## src/rtl/pic_pkg.sv

```systemverilog
// Shared types and constants for the picture plot sink: screen limits, palette indices,
// FSM state encoding and the buffered pixel record.
package pic_pkg;

    localparam int unsigned SCREEN_W_DEF = 160;
    localparam int unsigned SCREEN_H_DEF = 120;

    localparam logic [1:0] IDX_0 = 2'd0;
    localparam logic [1:0] IDX_1 = 2'd1;
    localparam logic [1:0] IDX_2 = 2'd2;
    localparam logic [1:0] IDX_3 = 2'd3;

    typedef enum logic [1:0] {
        IDLE   = 2'd0,
        STREAM = 2'd1,
        FLUSH  = 2'd2
    } sink_state_t;

    // 23-bit FIFO entry: x, y, palette index, end-of-picture marker
    typedef struct packed {
        logic [9:0] x;
        logic [9:0] y;
        logic [1:0] colour;
        logic       last;
    } pixel_t;

endpackage

```

## src/rtl/pixel_fifo.sv

```systemverilog
// Small synchronous FIFO of pixel records; pointers carry one extra wrap bit so
// full and empty are distinguishable without a separate counter.
module pixel_fifo
    import pic_pkg::*;
#(
    parameter int unsigned DEPTH = 4
) (
    input  logic   clk,
    input  logic   resetn,
    input  logic   push,
    input  logic   pop,
    input  pixel_t push_data,
    output pixel_t pop_data,
    output logic   full,
    output logic   empty
);

    localparam int unsigned AW = $clog2(DEPTH);

    pixel_t     mem [DEPTH];
    logic [AW:0] wr_ptr;
    logic [AW:0] rd_ptr;
    logic        do_push;
    logic        do_pop;

    assign empty    = (wr_ptr == rd_ptr);
    assign full     = (wr_ptr[AW] != rd_ptr[AW]) && (wr_ptr[AW-1:0] == rd_ptr[AW-1:0]);
    assign do_push  = push && !full;
    assign do_pop   = pop && !empty;
    assign pop_data = mem[rd_ptr[AW-1:0]];

    always_ff @(posedge clk or negedge resetn) begin
        if (!resetn) begin
            wr_ptr <= '0;
            rd_ptr <= '0;
        end else begin
            if (do_push) wr_ptr <= wr_ptr + 1'b1;
            if (do_pop)  rd_ptr <= rd_ptr + 1'b1;
        end
    end

    // Storage needs no reset: an entry is only read after it has been written
    always_ff @(posedge clk) begin
        if (do_push) mem[wr_ptr[AW-1:0]] <= push_data;
    end

endmodule

```

## src/rtl/pic_plot_sink.sv

```systemverilog
// Consumer of the picture-draw pixel stream: buffers pixels, maps palette, drives the VGA plot port.
// Define PIC_TRANSPARENT_EN to make palette index 0 transparent (popped but never plotted).
module pic_plot_sink
    import pic_pkg::*;
#(
    parameter int unsigned DEPTH    = 4,
    parameter int unsigned SCREEN_W = SCREEN_W_DEF,
    parameter int unsigned SCREEN_H = SCREEN_H_DEF,
    parameter logic [2:0]  PAL0     = 3'b000,
    parameter logic [2:0]  PAL1     = 3'b111,
    parameter logic [2:0]  PAL2     = 3'b100,
    parameter logic [2:0]  PAL3     = 3'b010
) (
    input  logic        clk,
    input  logic        resetn,
    input  logic        in_valid,
    output logic        in_ready,
    input  logic [9:0]  in_x,
    input  logic [9:0]  in_y,
    input  logic [1:0]  in_colour,
    input  logic        in_last,
    input  logic        hold,
    output logic        vga_plot,
    output logic [9:0]  vga_x,
    output logic [9:0]  vga_y,
    output logic [2:0]  vga_colour,
    output logic        frame_done,
    output logic        busy,
    output logic [14:0] pix_count
);

    sink_state_t state;
    sink_state_t next_state;
    pixel_t      in_pix;
    pixel_t      head;
    logic        full;
    logic        empty;
    logic        push;
    logic        pop;
    logic        in_bounds;
    logic        transparent;
    logic        visible;

    function automatic logic [2:0] pal_map(input logic [1:0] idx);
        logic [2:0] rgb;
        rgb = PAL0;
        unique case (idx)
            IDX_0: rgb = PAL0;
            IDX_1: rgb = PAL1;
            IDX_2: rgb = PAL2;
            IDX_3: rgb = PAL3;
            default: rgb = PAL0;
        endcase
        return rgb;
    endfunction

    assign in_ready = !full && (state != FLUSH);
    assign busy     = (state != IDLE);
    assign push     = in_valid && in_ready;
    assign pop      = !empty && !hold;
    assign in_pix   = '{x: in_x, y: in_y, colour: in_colour, last: in_last};

    pixel_fifo #(.DEPTH(DEPTH)) u_fifo (
        .clk       (clk),
        .resetn    (resetn),
        .push      (push),
        .pop       (pop),
        .push_data (in_pix),
        .pop_data  (head),
        .full      (full),
        .empty     (empty)
    );

    assign in_bounds = (32'(head.x) < SCREEN_W) && (32'(head.y) < SCREEN_H);
`ifdef PIC_TRANSPARENT_EN
    assign transparent = (head.colour == IDX_0);
`else
    assign transparent = 1'b0;
`endif
    assign visible = in_bounds && !transparent;

    always_ff @(posedge clk or negedge resetn) begin
        if (!resetn) state <= IDLE;
        else         state <= next_state;
    end

    // Once the last pixel is accepted, input stays closed until it has been popped
    always_comb begin
        next_state = state;
        unique case (state)
            IDLE:    if (push) next_state = in_last ? FLUSH : STREAM;
            STREAM:  if (push && in_last) next_state = FLUSH;
            FLUSH:   if (pop && head.last) next_state = IDLE;
            default: next_state = IDLE;
        endcase
    end

    always_ff @(posedge clk or negedge resetn) begin
        if (!resetn) begin
            vga_plot   <= 1'b0;
            vga_x      <= '0;
            vga_y      <= '0;
            vga_colour <= '0;
            frame_done <= 1'b0;
            pix_count  <= '0;
        end else begin
            vga_plot   <= pop && visible;
            frame_done <= pop && head.last;
            if (pop) begin
                vga_x      <= head.x;
                vga_y      <= head.y;
                vga_colour <= pal_map(head.colour);
            end
            // Count restarts for the next picture on the edge after frame_done
            if (frame_done)
                pix_count <= '0;
            else if (pop && visible && (pix_count != 15'h7FFF))
                pix_count <= pix_count + 1'b1;
        end
    end

endmodule

```

## config.mk

```make
export PLATFORM = sky130hd
export DESIGN_NAME = pic_plot_sink
export DESIGN_NICKNAME = d
export VERILOG_FILES = /design/src/rtl/pic_pkg.sv /design/src/rtl/pixel_fifo.sv /design/src/rtl/pic_plot_sink.sv
export SDC_FILE = /design/constraint.sdc
export NUM_CORES = 1
export LEC_CHECK = 0
export ABC_AREA = 1
export ABC_CLOCK_PERIOD_IN_PS = 7800
export BUFFER_PORTS_ARGS = -buffer_cell sky130_fd_sc_hd__buf_2
export CAP_MARGIN = 20
export CORE_MARGIN = 4
export CORE_UTILIZATION = 35
export DETAILED_ROUTE_END_ITERATION = 8
export PLACE_DENSITY = 0.61
export SYNTH_ARGS = -nofsm -noshare
export SYNTH_HDL_FRONTEND = slang
export SYNTH_SLANG_ARGS = --single-unit
export TNS_END_PERCENT = 10
```

## constraint.sdc

```tcl
create_clock -name clk -period 7.8 [get_ports clk]
set_clock_uncertainty 0.2 [all_clocks]
set_input_delay 0.39 -clock clk [delete_from_list [all_inputs] [get_ports clk]]
set_output_delay 0.39 -clock clk [all_outputs]
set_load 0.03 [all_outputs]
```

==> run summary, run 1 <==
The run finished with clean final reports. The number of global-route vias before repair was 4,189. Buffers inserted to repair hold after CTS numbered 21.

The logs give 0.359 for the starting density of the core and 0 for the post-route DRC violation count. Setup repair after global routing left no endpoint under its margin. The floorplan has 47 rows. The kind of launch point of the worst setup path is a flop. The final setup violation count is 0, and the number of buffers inserted by post-CTS setup repair is 0. Worst min-delay path category: primary input to flop.

The worst-case headroom to the max-slew limit was 0.390. Setup slack on the worst reg-to-reg path comes out at 4.20 ns. Synthesis handed over a netlist of 573 instances. The critical setup path kind is flop to flop. In this run the worst path has a maximum fanout of 51. The routed layout has 4,302 vias. The largest single stage delay on the critical path is 0.69 ns. After legalization and detailed placement, the total HPWL measured 8140 microns.

In this run the critical register-to-register path is launched from u_fifo.rd_ptr[0]. The area of the mapped netlist is 5980 sq um, and the number of nets in the layout is 697. After layout, the minimum clock period comes to 3.60 ns.

The floorplan step set the die height to 139 microns. The clock latency of the later-clocked register in the worst-skew pair was 0.42 ns; the portion of the clock cycle consumed by the worst path in the final layout was 0.461. Synthesis inferred 140 register bits.

Following the worst setup path forward leads to its endpoint at vga_y[2]. Using the TritonRoute via totals, the vias-per-cell ratio works out to 4.80. The count of maximum capacitance violations is 0, and the count of yosys warnings during synthesis is 0. For the count of routing violations after the opening detailed-route iteration, the log shows 220.

For this block, the routed nets add up to 13,400 microns of wire. The die covers 19,200 sq um. For the worst setup path, the data required time is 7.86 ns.

The first-pass GRT wire length was 22,000 microns; the global-route usage over all layers was 0.144. The clock-pin slew on the worst setup and hold paths was 0.06 ns; the pin slew with the least headroom to its limit was 0.913 ns. By area the synthesized netlist is led by edfxtp_1, dfrtp_1, nand2_1. The run gives 52 as the maximum number of pins on one net before global-route repair. After global routing the overflow that remains totals 0. The count of instances resized after the clock tree is built came out at 0. The run gives 4 as the first-pass iteration count of the detailed router. The run gives 3.66 ns as the endpoint arrival time on the critical path. The tightest hold margin is 0.0341 ns, and the critical path depth is 9. A synthesized cell averages 10.4 sq um. Dividing total power by cell area gives a power density of 384 nW/um^2. Based on the critical path, the design can be clocked at up to 278 MHz.

The cell taking the most area after synthesis is edfxtp_1. The sequential area share after synthesis is 0.663. The synthesis-to-finish area growth is 22.0%. 0 antenna diodes ended up in the layout. The post-synthesis cell type count is 30. The top-area cell type share of the netlist area works out to 0.462.

For the number of antenna violations at the first check in global routing, the log shows 0. The worst register-to-register path ends at vga_y[2]. The most common cell after layout, fill and taps aside is nand2_1. The cell leakage power came out at 3.12 nW.

The final max-slew violation count came out at 0. Among all stages on the critical path, the largest delay is contributed by nand2_1. Grouping stages by cell kind, the critical path spends the most delay in buffers and inverters.

TritonCTS built the clock tree. The proportion of layout cells with a drive suffix above 1 is 0.173, and the instance count along the most critical hold path is 1. Remaining antenna violation count: 0. Together, buffers and inverters on the worst path number 3. Number of buffers inserted during clock tree synthesis: 17. The launching instance or port of the critical path is u_fifo.rd_ptr[0]. For this design the top-level I/O count stands at 69. The number of buffers inserted by port buffering works out to 68. Cell at the root of the clock tree: clkbuf_16. No sink is reached through more buffers than the 2 on the longest clock path. The cell repeated most along the worst path was nand2_1. At the end of routability-driven placement, the weighted congestion stood at 0.832. The width of the die works out to 139 microns. The hold violation total from the final report came out at 0. The top cell types in the final layout, fill and taps aside, are nand2_1, edfxtp_1, buf_2. The clock tree synthesis step divided the H-tree into 4 levels. The run gives 16,600 sq um as the core area. Walking the worst path, the cells encountered are buf_4 > inv_2 > nand2_1 > nand2_1 > nand3_1 > nand2_1 > inv_1 > nor2_1 > a31oi_1. The net count of the mapped netlist is 607, and the wire length per cell after detailed routing is 15.0 microns. The number of cells on the worst reg-to-reg path is 9, and the maximum vdd ir drop is 0.000251 V.

STA classifies the critical path endpoint as a flop. The summed negative setup slack over all endpoints was 0 ns. Clock tree synthesis found a total of 140 sinks.
## worst reg2reg max path: stages (launching register included)
cell     delay (ns)
dfrtp_1        0.36
buf_4          0.30
inv_2          0.67
nand2_1        0.12
nand2_1        0.12
nand3_1        0.10
nand2_1        0.69
inv_1          0.59
nor2_1         0.23
a31oi_1        0.06
## cell type report
type	instances	area (sq um)
inverter	45	169
fill	1518	9350
timing repair buffer	96	603
clock inverter	13	131
sequential	140	3960
tap	220	275
multi-input combinational	363	1710
clock buffer	19	433
## power breakdown
group          switching [mW]  internal (mW)
Combinational           0.691          0.263
Clock                   0.328          0.447
Sequential             0.0836          0.988
## per-stage QoR
step | util | std cells | cell area, sq um | power, mW | worst slack (ns)
global placement | 0.391 | 843 | 6520 | 2.01 | 4.28
global route | 0.438 | 896 | 7290 | 2.99 | 3.75
finish | 0.438 | 896 | 7290 | 2.80 | 4.20
CTS | 0.438 | 896 | 7290 | 2.82 | 4.15
floorplan | - | 573 | 5980 | 1.75 | 5.07
detailed placement | 0.391 | 843 | 6520 | 2.04 | 4.17
## sequential cells by signal, indices dropped and copies added, names as in the netlist
register and cells:
frame_done 1, pix_count 15, state 2, u_fifo.mem 92, u_fifo.rd_ptr 3, u_fifo.wr_ptr 3
vga_colour 3, vga_plot 1, vga_x 10, vga_y 10
## synthesized netlist by cell type (all sizes together)
cell       n
ha         7
a32o       1
o22ai      1
edfxtp    92
nor3       4
a21oi      3
xnor2      4
clkbuf     9
o2111ai    1
a31oi      8
o21bai     2
dfrtp     48
clkinv     1
nand4     18
buf       16
or2        1
inv       44
o21ai     39
nand3     45
nand2    148
nor2      73
xor2       8
## worst min-delay path by stage
stage	end	from
5_1_grt	u_fifo.mem[1][6]	in_y[3]
3_3_place_gp	vga_y[6]	vga_y[6]
6_report	u_fifo.mem[1][6]	in_y[3]
2_1_floorplan	frame_done	resetn
4_1_cts	u_fifo.mem[2][6]	in_y[3]
3_5_place_dp	vga_x[7]	vga_x[7]
## per-layer routing
| layer | track usage | share of wire |
|---|---|---|
| met5 | 0 | 0 |
| met4 | 0.0417 | 0.012 |
| met3 | 0.0359 | 0.055 |
| met2 | 0.230 | 0.48 |
| met1 | 0.195 | 0.46 |
## cells by family (layout without fill, tap and decap cells)
logic type | after synthesis | count (layout) | share of synthesized area
AO/OA/AOI/OAI | 55 | 55 | 0.0502
adder cells (fa/ha/maj) | 7 | 7 | 0.0147
buffers and inverters | 70 | 173 | 0.0513
XOR/XNOR | 12 | 12 | 0.0176
flip-flops | 140 | 140 | 0.663
AND/OR/NAND/NOR | 289 | 289 | 0.203
No activity file was read; power rests on OpenSTA's default activity.
==> run 2, diff against run 1 <==
--- a/config.mk
+++ b/config.mk
@@ -6,7 +6,7 @@
 export NUM_CORES = 1
 export LEC_CHECK = 0
 export ABC_AREA = 1
-export ABC_CLOCK_PERIOD_IN_PS = 7800
+export ABC_CLOCK_PERIOD_IN_PS = 3750
 export BUFFER_PORTS_ARGS = -buffer_cell sky130_fd_sc_hd__buf_2
 export CAP_MARGIN = 20
 export CORE_MARGIN = 4
==> constraint.sdc (replaced) <==
create_clock -name clk -period 3.75 [get_ports clk]
set_clock_uncertainty 0.2 [all_clocks]
set_input_delay 0.1875 -clock clk [delete_from_list [all_inputs] [get_ports clk]]
set_output_delay 0.1875 -clock clk [all_outputs]
set_load 0.03 [all_outputs]
==> run 2 against run 1 <==
Against the previous run: first-iteration DRC count is 10% higher; die area did not move; total power increased by 110%; via count up 0.88%; wire length rose by 0.93%; clock-buffer cell count shrank 1; maximum frequency increased by 36%; critical path depth grew 1; register-to-register slack lost 3.1 ns; global-route usage increased by 0.18 points; utilization is 0.65 points higher.
==> run summary, run 2 (synthesis gave the netlist of run 1 again) <==
The peak per-stage delay on the critical path came out at 0.59 ns (-0.10 ns). Pin slew with the least headroom to its limit: 0.870 ns (-0.0426 ns). Summed negative setup slack over all endpoints: 0 ns (unchanged). The internal reg-to-reg setup slack was 1.10 ns (-3.10 ns); the cell area after layout was 7400 sq um (+1.5%). Clock-pin slew on the worst setup and hold paths: 0.06 ns (about the same). In this run the most used layer during global routing was met2.

The peak fanout along the critical path works out to 27 (-47%). The maximum count of clock buffers along a single path is 2 (unchanged). The flow ran to the end, and the final reports show no timing, DRC or antenna violations. The fraction of met2 tracks used by global routing is 0.232 (+0.00103). The first-pass GRT wire length is 22,000 microns (+0.19%), and the final setup violation count is 0 (unchanged). Kind of launch point of the worst setup path: a flop. The first-pass iteration count of the detailed router came out at 5 (+1). Among the stages of the critical path, the cell type that occurs most often is nand2_1. Traced cell by cell, the critical path runs through inv_2 > nand3_1 > nand2_1 > nand2_1 > nand2_1 > inv_1 > nor2_1 > nand3_2 > nand3_1 > nand2_1. The run gives 17 (unchanged) as the number of buffers inserted during clock tree synthesis.

The endpoint arrival time on the critical path is 2.74 ns (-0.92 ns), and the number of antenna violations at the first check in global routing is 0 (unchanged). The run gives 4,340 (+0.88%) as the total number of vias. The critical setup path kind was flop to flop. The count of routing violations after the opening detailed-route iteration came out at 243 (+10%). The remaining antenna violation count is 0 (unchanged).

The placed instance area came out at 6540 sq um (+0.35%). The min-delay analysis places its worst path in the category primary input to asynchronous set/reset pin. Power density over the cells: 806 nW/um^2 (+110%). Data required time of the worst path: 3.84 ns (-4.02 ns). The tools report the capturing element type of the critical path as a flop. The library cells used most frequently in the layout, excluding fill and tap cells, are nand2_1, edfxtp_1, buf_2.

The tools report the reg-to-reg endpoint as pix_count[0]. Area of the die: 19,200 sq um (unchanged). The met1 demand-to-capacity share in global routing is 0.192 (-0.00286).

Number of flip-flops under the largest register name: 92 (unchanged). The startpoint identified for the worst register-to-register timing path is u_fifo.rd_ptr[1]. The count of instances resized after the clock tree is built is 0 (unchanged), and the width of the die is 139 microns (unchanged).

The I/O pin count was 69 (unchanged); the maximum number of pins on one net before global-route repair was 50 (-3.8%). The via count normalized by instance count is 4.81 (+0.10%). The residual overflow from global routing is 0 (unchanged), and the synthesis-to-finish area growth is 23.8%. Tracing the worst setup path back leads to its startpoint at u_fifo.rd_ptr[1]. The clock latency of the later-clocked register in the worst-skew pair came out at 0.41 ns (about the same). The tools report the antenna diode count as 0 (unchanged). The number of buffers inserted by port buffering works out to 68 (unchanged).

The number of cells on the worst reg-to-reg path was 10 (+1); the final max-slew violation count was 0 (unchanged). Setup repair after global routing left no endpoint under its margin. The post-route DRC violation count came out at 0 (unchanged). The worst-case headroom to the max-slew limit is 0.420 (+0.0299). Maximum clock frequency: 377 MHz (+36%). The global-route track usage on met3 is 0.0431 (+0.00724).

TritonCTS built the clock tree. The count of maximum capacitance violations is 0 (unchanged). The number of placement rows is 47 (unchanged), and the detailed placement HPWL is 8510 microns (+4.6%). The run gives 0 (unchanged) as the number of buffers inserted by post-CTS setup repair. On the critical path, the stage with the largest delay is an instance of dfrtp_1. Global-route usage over all layers: 0.145 (+0.00177). The clock period minus final worst setup slack was 2.65 ns (-0.947 ns).

Proportion of layout cells with a drive suffix above 1: 0.177 (+0.00408). Maximum vdd ir drop: 0.000456 V (+82%). The floorplan die height came out at 139 microns (unchanged). Wire length after detailed routing: 13,600 microns (+0.93%). The number of global-route vias before repair was 4,292 (+2.5%); the portion of the clock cycle consumed by the worst path in the final layout was 0.707 (+0.246). Number of nets in the layout: 704 (+1.0%). The wire length per cell after detailed routing is 15.0 microns (+0.15%). The tools report the weighted congestion reported at the end of routability-driven placement as 0.795 (-4.5%).

The number of H-tree levels was 4 (unchanged). The cell leakage power was 3.17 nW (+1.6%). The last element of the critical path was pix_count[0]. The count of hold-fix buffers inserted at cts is 25 (+19%), and the core area is 16,600 sq um (unchanged).

For the hold violation total from the final report, the log shows 0 (unchanged). The most common cell after layout, fill and taps aside is nand2_1. The tools report the starting density of the core as 0.359 (unchanged).

The cell at the root of the clock tree was clkbuf_16. Clock net sink count: 140 (unchanged).
## run 2: per-stage QoR
step                      instances  utilization  setup slack, ns  hold slack, ns  power (mW)
after floorplan                 573            -             1.02          -0.308        3.65
after global placement          846        0.393             1.18           0.147        4.21
after detailed placement        846        0.393             1.08           0.167        4.26
final                           903        0.445             1.10           0.235        5.97
after global routing            903        0.445            0.772           0.305        6.35
after CTS                       903        0.445             1.07           0.266        6.02
## run 2: metal layers
metal	vias to the layer above	routed length, microns
li1	2119	-
met1	2087	6170
met2	113	6430
met3	21	762
met4	0	191
met5	-	0
## run 2: worst min path at each step
| stage | from | end | slack (ns) | cells past startpoint |
|---|---|---|---|---|
| 5_1_grt | vga_y[5] | vga_y[5] | 0.30 | 2 |
| 2_1_floorplan | resetn | frame_done | -0.31 | 0 |
| 3_3_place_gp | resetn | pix_count[8] | 0.15 | 1 |
| 4_1_cts | resetn | pix_count[5] | 0.27 | 2 |
| 6_report | resetn | pix_count[5] | 0.23 | 2 |
| 3_5_place_dp | resetn | vga_plot | 0.17 | 1 |
## run 2: report_power, final
group	internal [mW]	switching [mW]	total (mW)	leakage, nW
Combinational	0.558	1.43	1.98	1.44
Sequential	2.05	0.202	2.26	1.44
Clock	1.06	0.666	1.73	0.290
Total	3.67	2.29	5.97	3.17
## run 2: worst max-delay path, delay by kind of cell, from the launching register on
kind,cells,cell delay (ns)
DFF,1,0.59
buffers and inverters,2,0.60
and+or+nand+nor,8,1.12
## run 2: layout make-up
| cell class | instances | area [sq um] |
|---|---|---|
| fill | 1563 | 9240 |
| sequential | 140 | 3960 |
| multi-input combinational | 363 | 1710 |
| timing repair buffer | 103 | 666 |
| clock buffer | 18 | 429 |
| tap | 220 | 275 |
| clock inverter | 14 | 181 |
| inverter | 45 | 169 |
